[src/rtl/fetch_pkg.sv]
// ============================================================================
// Module  : fetch_pkg
// Brief   : Shared types and ROM window constants for the fetch controller.
// Rev     : 1.0  initial release
// ============================================================================
`default_nettype none

package fetch_pkg;

    localparam logic [31:0] ROM_BASE = 32'hBFC0_0000;
    localparam logic [31:0] ROM_SIZE = 32'h0000_1000;

    typedef enum logic [0:0] {
        RUN   = 1'b0,
        FAULT = 1'b1
    } fetch_state_t;

    typedef struct packed {
        logic [31:0] pc;
        logic [31:0] instr;
    } fetch_entry_t;

    // Unsigned wrap makes addresses below ROM_BASE fail the window test too.
    function automatic logic pc_in_rom(input logic [31:0] addr);
        return ((addr - ROM_BASE) < ROM_SIZE) && (addr[1:0] == 2'b00);
    endfunction

endpackage

`default_nettype wire

[src/rtl/fetch_fifo.sv]
// ============================================================================
// Module  : fetch_fifo
// Brief   : Synchronous prefetch FIFO with flush, parameterised on entry type.
// Rev     : 1.0  initial release
// ============================================================================
`default_nettype none

module fetch_fifo
    import fetch_pkg::*;
#(
    parameter int  DEPTH = 4,
    parameter type T     = fetch_entry_t
) (
    input  logic                       clk,
    input  logic                       rst,
    input  logic                       push,
    input  logic                       pop,
    input  logic                       flush,
    input  T                           push_data,
    output T                           head,
    output logic                       full,
    output logic                       empty,
    output logic [$clog2(DEPTH):0]     count
);

    localparam int PW = $clog2(DEPTH);

    logic [PW-1:0] rd_ptr_q, rd_ptr_d;
    logic [PW-1:0] wr_ptr_q, wr_ptr_d;
    logic [PW:0]   count_q, count_d;
    T              mem_q [DEPTH];

    always_comb begin
        rd_ptr_d = rd_ptr_q;
        wr_ptr_d = wr_ptr_q;
        count_d  = count_q;
        if (flush) begin
            rd_ptr_d = '0;
            wr_ptr_d = '0;
            count_d  = '0;
        end else begin
            if (push) wr_ptr_d = wr_ptr_q + PW'(1);
            if (pop)  rd_ptr_d = rd_ptr_q + PW'(1);
            count_d = count_q + (PW+1)'(push) - (PW+1)'(pop);
        end
    end

    always_ff @(posedge clk or posedge rst) begin
        if (rst) begin
            rd_ptr_q <= '0;
            wr_ptr_q <= '0;
            count_q  <= '0;
        end else begin
            rd_ptr_q <= rd_ptr_d;
            wr_ptr_q <= wr_ptr_d;
            count_q  <= count_d;
        end
    end

    // When full, push+pop writes the slot being vacated by the head.
    always_ff @(posedge clk) begin
        if (push && !flush) mem_q[wr_ptr_q] <= push_data;
    end

    assign head  = mem_q[rd_ptr_q];
    assign full  = (count_q == (PW+1)'(DEPTH));
    assign empty = (count_q == '0);
    assign count = count_q;

endmodule

`default_nettype wire

[src/rtl/fetch_ctrl.sv]
// ============================================================================
// Module  : fetch_ctrl
// Brief   : Instruction fetch controller: PC, prefetch queue, redirect, fault.
// Rev     : 1.0  initial release
// ============================================================================
`default_nettype none

module fetch_ctrl
    import fetch_pkg::*;
#(
    parameter int          DEPTH    = 4,
    parameter logic [31:0] RESET_PC = 32'hBFC0_0000
) (
    input  logic        clk,
    input  logic        rst,
    output logic [31:0] mem_addr,
    input  logic [31:0] mem_rdata,
    input  logic        redirect,
    input  logic [31:0] redirect_pc,
    output logic        instr_valid,
    input  logic        instr_ready,
    output logic [31:0] instr,
    output logic [31:0] instr_pc,
    output logic        fault
);

    fetch_state_t state_q, state_d;
    logic [31:0]  fetch_pc_q, fetch_pc_d;

    logic                     w_pc_ok;
    logic                     w_enq;
    logic                     w_deq;
    logic                     w_full;
    logic                     w_empty;
    logic [$clog2(DEPTH):0]   w_count;
    fetch_entry_t             w_push_entry;
    fetch_entry_t             w_head;

    assign w_pc_ok     = pc_in_rom(fetch_pc_q);
    assign instr_valid = !w_empty && !redirect;
    assign w_deq       = instr_valid && instr_ready;
    assign w_enq       = (state_q == RUN) && w_pc_ok && !redirect && (!w_full || w_deq);

    always_comb begin
        w_push_entry.pc    = fetch_pc_q;
        w_push_entry.instr = mem_rdata;
    end

    always_comb begin
        state_d    = state_q;
        fetch_pc_d = fetch_pc_q;
        if (redirect) begin
            state_d    = RUN;
            fetch_pc_d = redirect_pc;
        end else if (state_q == RUN) begin
            if (!w_pc_ok) begin
                state_d = FAULT;
            end else if (w_enq) begin
                fetch_pc_d = fetch_pc_q + 32'd4;
            end
        end
    end

    always_ff @(posedge clk or posedge rst) begin
        if (rst) begin
            state_q    <= RUN;
            fetch_pc_q <= RESET_PC;
        end else begin
            state_q    <= state_d;
            fetch_pc_q <= fetch_pc_d;
        end
    end

    fetch_fifo #(
        .DEPTH (DEPTH),
        .T     (fetch_entry_t)
    ) u_fifo (
        .clk       (clk),
        .rst       (rst),
        .push      (w_enq),
        .pop       (w_deq),
        .flush     (redirect),
        .push_data (w_push_entry),
        .head      (w_head),
        .full      (w_full),
        .empty     (w_empty),
        .count     (w_count)
    );

    // Storage is not reset; mask the head so an empty queue presents zeros.
    assign instr    = (w_count != '0) ? w_head.instr : '0;
    assign instr_pc = (w_count != '0) ? w_head.pc    : '0;
    assign mem_addr = fetch_pc_q;
    assign fault    = (state_q == FAULT);

endmodule

`default_nettype wire

[config.mk]
export PLATFORM = sky130hd
export DESIGN_NAME = fetch_ctrl
export DESIGN_NICKNAME = d
export VERILOG_FILES = /design/src/rtl/fetch_pkg.sv /design/src/rtl/fetch_fifo.sv /design/src/rtl/fetch_ctrl.sv
export SDC_FILE = /design/constraint.sdc
export NUM_CORES = 1
export LEC_CHECK = 0
export CELL_PAD_IN_SITES_DETAIL_PLACEMENT = 0
export CELL_PAD_IN_SITES_GLOBAL_PLACEMENT = 1
export CORE_MARGIN = 4
export CORE_UTILIZATION = 50
export CTS_CLUSTER_DIAMETER = 80
export DETAILED_ROUTE_END_ITERATION = 8
export PLACE_DENSITY_LB_ADDON = 0.1
export SLEW_MARGIN = 10
export SYNTH_ARGS = -nofsm -noshare
export SYNTH_HDL_FRONTEND = slang
export SYNTH_SLANG_ARGS = --single-unit
[constraint.sdc]
create_clock -name clk -period 13.6 [get_ports clk]
set_clock_uncertainty 0.15 [all_clocks]
set_input_delay 2.04 -clock clk [delete_from_list [all_inputs] [get_ports clk]]
set_output_delay 2.04 -clock clk [all_outputs]
set_load 0.02 [all_outputs]
==> results.md <==
* First-pass GRT wire length at 37700 um
* Max_slew headroom at 0.324
* Post-DRT Antenna Nets at 0
* Crit path kind: input pin to primary output
* Dominant register cell in the synthesized netlist: edfxtp_1
* Clock-pin slew on the worst setup and hold paths at 0.06 ns
* Mean post-synth cell area at roughly 20 um2
* Die Wd at approximately 160 um
* Max-cap violations at 0
* Via-to-Cell Ratio at 5.59
* Global route overflow at 0
* Routed len/inst at 21.5 um
* Final hold violations at 0
* Crit. End Element: primary output
* Fin Hold WS at between 0.4 and 0.5 ns
* Buf/Inv on CP at 4
* Flop pwr share at 0.523
* Worst Tran Pin Value at 1.01 ns
* Clock power share at 0.434
* Buffers on Ports at 165
* CTS Hold Bufs at 0
* Yosys top cell by area: edfxtp_1
* Clock Latency Late Sink at 0.54 ns
* Ant. Diodes at 0
* CP required at 11.41 ns
* CP top delay family: buffers and inverters
* Core area at between 0.02 and 0.025 mm2
* Gate power share at 0.042
* Max stage delay cell, worst path: clkdlybuf4s50_1
* Syn Nets at 677
* Final Core Density at 0.648
* Gpl congestion at 0.796
* Top sig layer: met4
* Via count at 6232
* Clock buffer depth at 3
* CTS Root Cell: clkbuf_16
* CTS buffer count at 30
* Crit-path cells: buf_2 > buf_4 > inv_1 > and2_1 > clkdlybuf4s50_1
* Critical Path Max Stage Delay at ~0.54 ns
* CTS Sinks at 296
* Final clock period utilization by the worst path at 0.446
* Initial antenna violation count at 0
* Setup repair after global routing missed its margin: no
* I/O pins at 166
* Met3 wire length at 1150 um
* Unique masters post-synth at 47
* PostCTS Resize Cnt at 0
* CP Max Fanout at 45
* Leak Pwr at just under 0.005 uW
* Post-synth EDFFs at between 200 and 300
* Die area at around 0.026 mm2
* Row count at 55
* TritonCTS clock tree: built
* Ratio of cells with drive above 1 in the final layout at 0.210
* Switching share of total power at 0.195
* Setup Fix Bufs, Post-CTS at 0
* Largest net degree at the start of global routing at between 60 and 70
* Synthesized area at 0.0118 mm2
* FFs w/ async S/R, synth at 0.135
* Crit path launch type: input pin
* Initial Utilization at 0.514
* CP Data Arrival Time at 3.88 ns
* Pwr dens at 132 mW/mm2
* Synth warn at 0
* Yosys reg bits at 296
* Final setup viols at 0
* H-tree depth at 1
* Int Pwr at 1580 uW
* Pre-antenna DRT Iters at 4
* VDD IR max at 0.0000928 V
* Initial drt markers at 440
* Synth top area share at 0.652
* Seq/Total Area, Yosys at 0.738
* Vias in the first global route at 6720
* Routed wl met2 at 12100 um
* Routed met1 length at 10200 um
* Post-route DRC at 0
* Die Y-Extent at 162 um
* Final HPWL DP at 14100 um
* Final WL at 23900 um
* Synth top area cells: edfxtp_1 65%, mux4_2 12%, dfrtp_1 6.6%
* Worst min path class: register to register
* Final Max Tran Viols at 0
* Psw at 383 uW
* Fmax at 165 MHz
* Tmin final at just over 6 ns
* Layout Area Growth over Synthesis at 25.9%
* Post-Syn Instances at 602
* Status: completed
* Setup_tns at 0 ns
* Layout net count at 852
* Global Route Usage Sum at 0.185
## cell type report
cell class	count	area (um2)
Sequential cell	296	8710
Fill cell	1574	8080
Multi-Input combinational cell	265	2940
Timing Repair Buffer	175	1720
Clock buffer	44	865
Tap cell	313	392
Clock inverter	12	185
Inverter	9	33.8
## power groups by stage
stage               registers [uW]  clock network, uW  logic [uW]
floorplan                     1050                  0        22.4
finish                        1030                854        83.1
global placement              1050                  0        81.8
global route                  1030                912        89.0
detailed placement            1050                  0        83.3
CTS                           1030                874        84.0
## registers in the layout, indices dropped and copies added (netlist names)
name / flops
u_fifo.mem_q: 256
mem_addr: 32
fault: 1
u_fifo.rd_ptr_q: 2
u_fifo.count: 3
u_fifo.wr_ptr_q: 2
## worst paths after layout
check,startpoint,to,slack [ns],cells past startpoint
setup / recovery,redirect,instr_valid,7.53,5
setup reg to reg,mem_addr[18]$_DFFE_PP0P_,u_fifo.mem_q[0][47]$_DFFE_PP_,10.38,5
hold / removal,mem_addr[31]$_DFFE_PP1P_,u_fifo.mem_q[1][63]$_DFFE_PP_,0.42,0
max in group asynchronous,rst,u_fifo.rd_ptr_q[0]$_DFFE_PP0P_,10.74,2
hold reg to reg,mem_addr[31]$_DFFE_PP1P_,u_fifo.mem_q[1][63]$_DFFE_PP_,0.42,0
min in group asynchronous,rst,mem_addr[30]$_DFFE_PP0P_,1.89,2
## synthesized netlist by cell type, types with 3 or more instances
cell / n
a21oi_1: 5
a31oi_1: 7
and2_1: 68
buf_1: 3
buf_2: 10
clkbuf_1: 18
dfrtp_1: 31
dfstp_2: 9
edfxtp_1: 256
ha_1: 6
inv_1: 9
mux2_2: 22
mux4_2: 64
nand2_1: 5
nand3_1: 8
nand4_1: 8
nor2_1: 13
nor2b_1: 3
nor3b_1: 4
o211ai_1: 6
o21ai_0: 5
o31ai_1: 5
or4_1: 5
xor2_1: 4
## worst register-to-register path, stage by stage (launching register included)
cell	delay, ns
dfrtp_1	0.47
nor4_4	0.43
and2_1	0.31
nand3_1	0.38
nor3b_2	0.28
buf_4	0.79
## cell usage in the layout, fill, tap and decap left out, types with 3 or more instances in the layout
cell / instances
clkbuf_16: 31
bufinv_16: 5
edfxtp_1: 256
ha_1: 6
o21ai_0: 5
buf_4: 10
clkbuf_8: 4
a31oi_1: 7
nand4_1: 8
clkdlybuf4s50_1: 164
clkinv_2: 7
inv_1: 8
nor2_1: 13
mux4_2: 64
nand2_1: 5
xor2_1: 4
dfrtp_1: 29
o211ai_1: 6
a21oi_1: 5
o31ai_1: 5
nand3_1: 8
and2_1: 68
nor2b_1: 3
dfstp_2: 9
mux2_2: 22
or4_1: 5
clkbuf_1: 9
nor3b_2: 4
## cell families (layout without fill, tap and decap cells)
group	after synthesis	in the layout	share of synthesized area
mux	86	86	0.143
compound gates	35	35	0.0201
flops	296	296	0.738
buf+inv	41	240	0.0144
xor+xnor	5	5	0.00372
simple gates	132	132	0.0721
fa+ha+maj	7	7	0.00807
## per-layer routing
metal  vias up  GRT usage
met1      3226      0.255
met4         0     0.0411
li1       2780          -
met5         -          0
met2       191      0.315
met3        35     0.0299
## stage by stage
step	setup slack (ns)	std cells	area (um2)	power, uW
after floorplan	5.49	602	11800	1070
after global placement	7.58	1058	13800	1130
after detailed placement	7.55	1058	13800	1130
after CTS	7.53	1114	14800	1990
after global routing	7.41	1114	14800	2030
final	7.53	1114	14800	1970
Note: power is estimated with default switching activity, not from simulation.
